===== config.mk =====
export PLATFORM = sky130hd
export DESIGN_NAME = io_handshake
export DESIGN_NICKNAME = d
export VERILOG_FILES = /design/src/rtl/io_pkg.sv /design/src/rtl/key_debounce.sv /design/src/rtl/io_handshake.sv
export SDC_FILE = /design/constraint.sdc
export NUM_CORES = 1
export LEC_CHECK = 0
export CORE_ASPECT_RATIO = 1.1
export CORE_MARGIN = 5
export CORE_UTILIZATION = 39
export CTS_CLUSTER_DIAMETER = 40
export DETAILED_ROUTE_END_ITERATION = 8
export HOLD_SLACK_MARGIN = 0.15
export PLACE_DENSITY_LB_ADDON = 0.05
export SLEW_MARGIN = 20
export SYNTH_ARGS = -nofsm -noshare
export SYNTH_HDL_FRONTEND = slang
export SYNTH_SLANG_ARGS = --single-unit

===== constraint.sdc =====
create_clock -name clock -period 5.06 [get_ports clock]
set_input_delay 1.518 -clock clock [delete_from_list [all_inputs] [get_ports clock]]
set_output_delay 1.518 -clock clock [all_outputs]
set_load 0.1 [all_outputs]

===== src/rtl/io_pkg.sv =====
// Shared types and constants for the CPU In/Out/Halt responder.
package io_pkg;

  typedef enum logic [2:0] {
    StRun         = 3'd0,
    StWaitPress   = 3'd1,
    StWaitRelease = 3'd2,
    StResume      = 3'd3,
    StHalted      = 3'd4
  } io_state_e;

  localparam int unsigned DefaultDebounceCycles = 50000;

  // Active-low gfedcba patterns; entry 0 is the rightmost element.
  localparam logic [15:0][6:0] HexSegTable = {
    7'b0001110, // F
    7'b0000110, // E
    7'b0100001, // d
    7'b1000110, // C
    7'b0000011, // b
    7'b0001000, // A
    7'b0010000, // 9
    7'b0000000, // 8
    7'b1111000, // 7
    7'b0000010, // 6
    7'b0010010, // 5
    7'b0011001, // 4
    7'b0110000, // 3
    7'b0100100, // 2
    7'b1111001, // 1
    7'b1000000  // 0
  };

  function automatic logic [6:0] hex_to_seg(input logic [3:0] nib);
    return HexSegTable[nib];
  endfunction

endpackage


===== src/rtl/key_debounce.sv =====
// Synchronizes and debounces the active-low confirm key; emits one-cycle press/release pulses.
module key_debounce #(
  parameter int unsigned DEBOUNCE_CYCLES = 50000,
  parameter int unsigned CNT_WIDTH       = 16
) (
  input  logic clock,
  input  logic reset,
  input  logic key_n,
  output logic press_pulse,
  output logic release_pulse
);

  localparam logic [CNT_WIDTH-1:0] CntMax = CNT_WIDTH'(DEBOUNCE_CYCLES - 1);

  logic                 sync1_q, sync2_q;
  logic                 deb_q, deb_d;
  logic [CNT_WIDTH-1:0] cnt_q, cnt_d;
  logic                 flip;

  always_ff @(posedge clock) begin
    if (reset) begin
      sync1_q <= 1'b1;
      sync2_q <= 1'b1;
    end else begin
      sync1_q <= key_n;
      sync2_q <= sync1_q;
    end
  end

  assign flip = (sync2_q != deb_q) && (cnt_q == CntMax);

  always_comb begin
    cnt_d = '0;
    deb_d = deb_q;
    if (flip) begin
      deb_d = sync2_q;
    end else if (sync2_q != deb_q) begin
      cnt_d = cnt_q + 1'b1;
    end
  end

  always_ff @(posedge clock) begin
    if (reset) begin
      deb_q <= 1'b1;
      cnt_q <= '0;
    end else begin
      deb_q <= deb_d;
      cnt_q <= cnt_d;
    end
  end

  // Pulses fire in the cycle the debounced level is about to change.
  assign press_pulse   = flip && deb_q;
  assign release_pulse = flip && !deb_q;

endmodule


===== src/rtl/io_handshake.sv =====
// Board-side responder for CPU In/Out/Halt strobes. Define IO_SEVENSEG_EN to drive
// the display as four active-low hex digits instead of the raw 28-bit register.
module io_handshake
  import io_pkg::*;
#(
  parameter int unsigned DEBOUNCE_CYCLES = DefaultDebounceCycles,
  parameter int unsigned CNT_WIDTH       = 16,
  parameter int unsigned SW_WIDTH        = 18
) (
  input  logic                clock,
  input  logic                reset,
  input  logic                OpIn,
  input  logic                OpOut,
  input  logic                OpHalt,
  input  logic [31:0]         data_out,
  input  logic [SW_WIDTH-1:0] switches,
  input  logic                key_n,
  output logic                cpu_enable,
  output logic [31:0]         in_data,
  output logic [27:0]         display,
  output logic                waiting,
  output logic                halted
);

  io_state_e   state_q, state_d;
  logic [31:0] in_data_q;
  logic [27:0] display_q;
  logic        capture;
  logic        load_disp;
  logic        press_pulse;
  logic        release_pulse;

  key_debounce #(
    .DEBOUNCE_CYCLES(DEBOUNCE_CYCLES),
    .CNT_WIDTH      (CNT_WIDTH)
  ) u_key_debounce (
    .clock        (clock),
    .reset        (reset),
    .key_n        (key_n),
    .press_pulse  (press_pulse),
    .release_pulse(release_pulse)
  );

  always_comb begin
    state_d    = state_q;
    cpu_enable = 1'b0;
    waiting    = 1'b0;
    halted     = 1'b0;
    capture    = 1'b0;
    load_disp  = 1'b0;
    unique case (state_q)
      StRun: begin
        cpu_enable = !OpIn && !OpHalt;
        if (OpHalt) begin
          state_d = StHalted;
        end else if (OpIn) begin
          state_d = StWaitPress;
        end else if (OpOut) begin
          load_disp = 1'b1;
        end
      end
      StWaitPress: begin
        waiting = 1'b1;
        if (press_pulse) begin
          capture = 1'b1;
          state_d = StWaitRelease;
        end
      end
      StWaitRelease: begin
        waiting = 1'b1;
        if (release_pulse) begin
          state_d = StResume;
        end
      end
      StResume: begin
        // OpIn is still high here; leaving unconditionally keeps it from re-triggering.
        cpu_enable = 1'b1;
        state_d    = StRun;
      end
      StHalted: begin
        halted = 1'b1;
      end
      default: begin
        state_d = StRun;
      end
    endcase
  end

  always_ff @(posedge clock) begin
    if (reset) begin
      state_q   <= StRun;
      in_data_q <= '0;
      display_q <= '0;
    end else begin
      state_q <= state_d;
      if (capture) begin
        in_data_q <= 32'(switches);
      end
      if (load_disp) begin
        display_q <= data_out[27:0];
      end
    end
  end

  assign in_data = in_data_q;

  logic unused_data_out;
  assign unused_data_out = ^data_out[31:28];

`ifdef IO_SEVENSEG_EN
  logic unused_disp_hi;
  assign unused_disp_hi = ^display_q[27:16];

  always_comb begin
    display = '0;
    for (int d = 0; d < 4; d++) begin
      display[d*7 +: 7] = hex_to_seg(display_q[d*4 +: 4]);
    end
  end
`else
  assign display = display_q;
`endif

endmodule

==> flow_summary.json <==
{
  "status": "finished clean",
  "antenna_found_initial": 0,
  "drc": 0,
  "cp.arrival_ns": 2.69,
  "rsz0062_at_grt": "no",
  "area_growth_pct": 39.98,
  "hold_path.class": "reg2reg",
  "worst_pin_slew_ns": 1.018,
  "grt_overflow": 0,
  "worstSetupEndpointType": "primary output",
  "yosysUniqueCellTypes": 37,
  "first_iter_violations": 59,
  "sequentialPowerShare": 0.448,
  "io_pins": 119,
  "fin_setup_tns_ns": 0,
  "holdWs_ns": 0.4149,
  "yosys_register_bits": 68,
  "multi_input_area_um2": 1262,
  "netlist_instances": 322,
  "wl_per_cell_um": 12.77,
  "die_w_um": 90.67,
  "internal-power_uw": 822.3,
  "finalNonFillerCells": 504,
  "seq_area_frac_synth": 0.4877,
  "min_period_over_period": 0.8323,
  "worst_setup_path_start_kind": "input port",
  "grtUsageTotal": 0.1401,
  "p_clk_frac": 0.282,
  "post-route-util": 0.5577,
  "setup_viol": 0,
  "synth_top_area_frac": 0.4877,
  "die-height_um": 98.73,
  "hold_viol": 0,
  "clk_pin_slew_ns": 0.07,
  "place.detailed.hpwl_mm": 4.533,
  "worstPathRequired_ns": 3.54,
  "numClockSinks": 68,
  "fin_crit_ns": 4.211,
  "vias": 2323,
  "cts_buffers": 9,
  "cts_setup_buffers": 0,
  "netlist_area_um2": 2791,
  "cts_root_buffer": "clkbuf_8",
  "core-area_um2": 7007,
  "place_ws_ns": 0.8514,
  "initial_core_util": 0.3984,
  "routabilityCongestion": 0.7345,
  "wirelength_mm": 6.438,
  "grt_max_degree": 55,
  "syn_avg_cell_area_um2": 8.669,
  "die_area_um2": 8951,
  "vdd_drop_max_mv": 0.2193,
  "cts_resized": 0,
  "switching_share": 0.3616,
  "maxSlewViolCount": 0,
  "max_freq_mhz": 237.5,
  "p_sw_uw": 465.7,
  "clk_latency_ns": 0.33,
  "place_inst": 488,
  "power_frac_comb": 0.270,
  "p_leak_nw": 1.362,
  "ant_nets": 0,
  "p_per_area_nw_per_um2": 329.6,
  "drive_gt1_frac": 0.06205,
  "ys_warn_count": 0,
  "critPathMaxFanout": 3,
  "vias_per_cell": 4.609,
  "grt_first_pass_wirelength_mm": 10.24,
  "path_class": "in2out",
  "fin_skew_ns": 0.009242,
  "seq_area_um2": 1361,
  "ys_top_cells_by_area": "dfxtp_1 (49%), nand2_1 (8.3%), mux2i_1 (6.8%), nor2_1 (5.8%), a21oi_1 (5.2%)",
  "rows": 32,
  "nets": 472,
  "cts_buffer_depth": 2,
  "cts_hold_buf": 0,
  "final.setup.worst_slack_ns": 0.8487,
  "first_pass_iters": 4,
  "drv_cap": 0,
  "htreeDepth": 3,
  "yosysTopAreaCell": "dfxtp_1",
  "cts_tree": "yes",
  "num-fill-cells": 674,
  "grt_pass1_vias": 2142,
  "port_buffers": 100,
  "antennaDiodeCount": 0,
  "slew_headroom": 0.3192
}
[layout make-up]
| type | instances | share of cell area |
|---|---|---|
| Sequential cell | 68 | 0.3484 |
| Tap cell | 85 | 0.02722 |
| Timing Repair Buffer | 101 | 0.2581 |
| Inverter | 5 | 0.004803 |
| Clock inverter | 3 | 0.003842 |
| Multi-Input combinational cell | 230 | 0.3231 |
| Clock buffer | 12 | 0.03458 |
[cell usage after synthesis (all sizes together)]
| cell type | count |
|---|---|
| nor2b | 2 |
| buf | 24 |
| or3 | 2 |
| a211o | 1 |
| nor4 | 3 |
| nor3b | 3 |
| xor2 | 7 |
| dfxtp | 68 |
| nand2 | 62 |
| conb | 1 |
| xnor2 | 9 |
| a211oi | 1 |
| or2 | 3 |
| nand3b | 1 |
| a21oi | 29 |
| ha | 1 |
| and4 | 2 |
| and3 | 3 |
| nor3 | 5 |
| inv | 5 |
| nand2b | 2 |
| nand3 | 7 |
| nand4 | 5 |
| clkbuf | 8 |
| mux2i | 19 |
| and2b | 1 |
| nor2 | 43 |
| o21ai | 5 |
[stage by stage]
step / power, mW / area (µm²)
floorplan: 0.8547 / 2840
global placement: 0.9343 / 3737
detailed placement: 0.9373 / 3737
CTS: 1.303 / 3887
global route: 1.347 / 3908
finish: 1.288 / 3908
[final timing paths]
| kind | from | to | slack [ns] | cells after the start |
|---|---|---|---|---|
| max | OpIn | cpu_enable | 0.85 | 5 |
| max reg2reg | u_key_debounce.cnt_q[0] | in_data[15] | 2.91 | 7 |
| min reg2reg | u_key_debounce.sync1_q | u_key_debounce.sync2_q | 0.41 | 1 |
| min | u_key_debounce.sync1_q | u_key_debounce.sync2_q | 0.41 | 1 |
[power groups by stage]
stage	clock network, mW	registers (mW)	logic [mW]
2_1_floorplan	0	0.665	0.189
3_3_place_gp	0	0.588	0.346
3_5_place_dp	0	0.589	0.348
4_1_cts	0.378	0.576	0.349
5_1_grt	0.401	0.580	0.366
6_report	0.364	0.577	0.348
[cell families after synthesis]
group / Yosys count / synth area share
AND/OR/NAND/NOR: 144 / 0.2398
flip-flops: 68 / 0.4877
buffers and inverters: 37 / 0.08158
AO/OA/AOI/OAI: 36 / 0.06679
multiplexers: 19 / 0.06813
XOR/XNOR: 16 / 0.05020
adder cells (fa/ha/maj): 1 / 0.004482
other: 1 / 0.001343
[sequential cells by signal (all words and copies together), names as in the netlist]
signal                  cells
display                    28
u_key_debounce.cnt_q       16
u_key_debounce.deb_q        1
in_data                    18
u_key_debounce.sync2_q      1
u_key_debounce.sync1_q      1
state_q                     3
[metal layers]
metal  vias up  routed length, µm  share of wire  global-route usage
met5         -                  0              0                   0
met4         0                165          0.026             0.07446
met3        11                563          0.087             0.04962
met2        77               2892           0.45              0.2186
met1      1025               2817           0.44              0.1687
li1       1210                  -              -                   -
[worst max-delay path: stages]
cell	delay [ns]
clkdlybuf4s50_1	0.44
nor4_1	0.24
a21oi_1	0.07
nor2_1	0.12
buf_4	0.30
[cells in the final DEF, fill, tap and decap left out, types with 2 or more instances in the layout]
master,netlist,final
and3_1,2,2
nor2b_1,2,2
xnor2_1,9,9
a21oi_1,29,29
nand3_1,6,5
xor2_1,7,7
inv_1,5,5
clkinv_2,0,3
nor3b_1,2,2
mux2i_1,19,19
nand3_2,1,2
nor4_1,2,2
or2_2,3,3
dfxtp_1,68,68
nand4_1,5,5
o21ai_0,5,5
nand2_1,62,62
nor3_1,4,4
clkbuf_8,0,9
clkdlybuf4s50_1,0,98
nor2_1,43,43
nand2b_1,2,2
clkbuf_1,8,3
or3_1,2,2
conb_1,1,14
(Power assumes the default switching activity.)
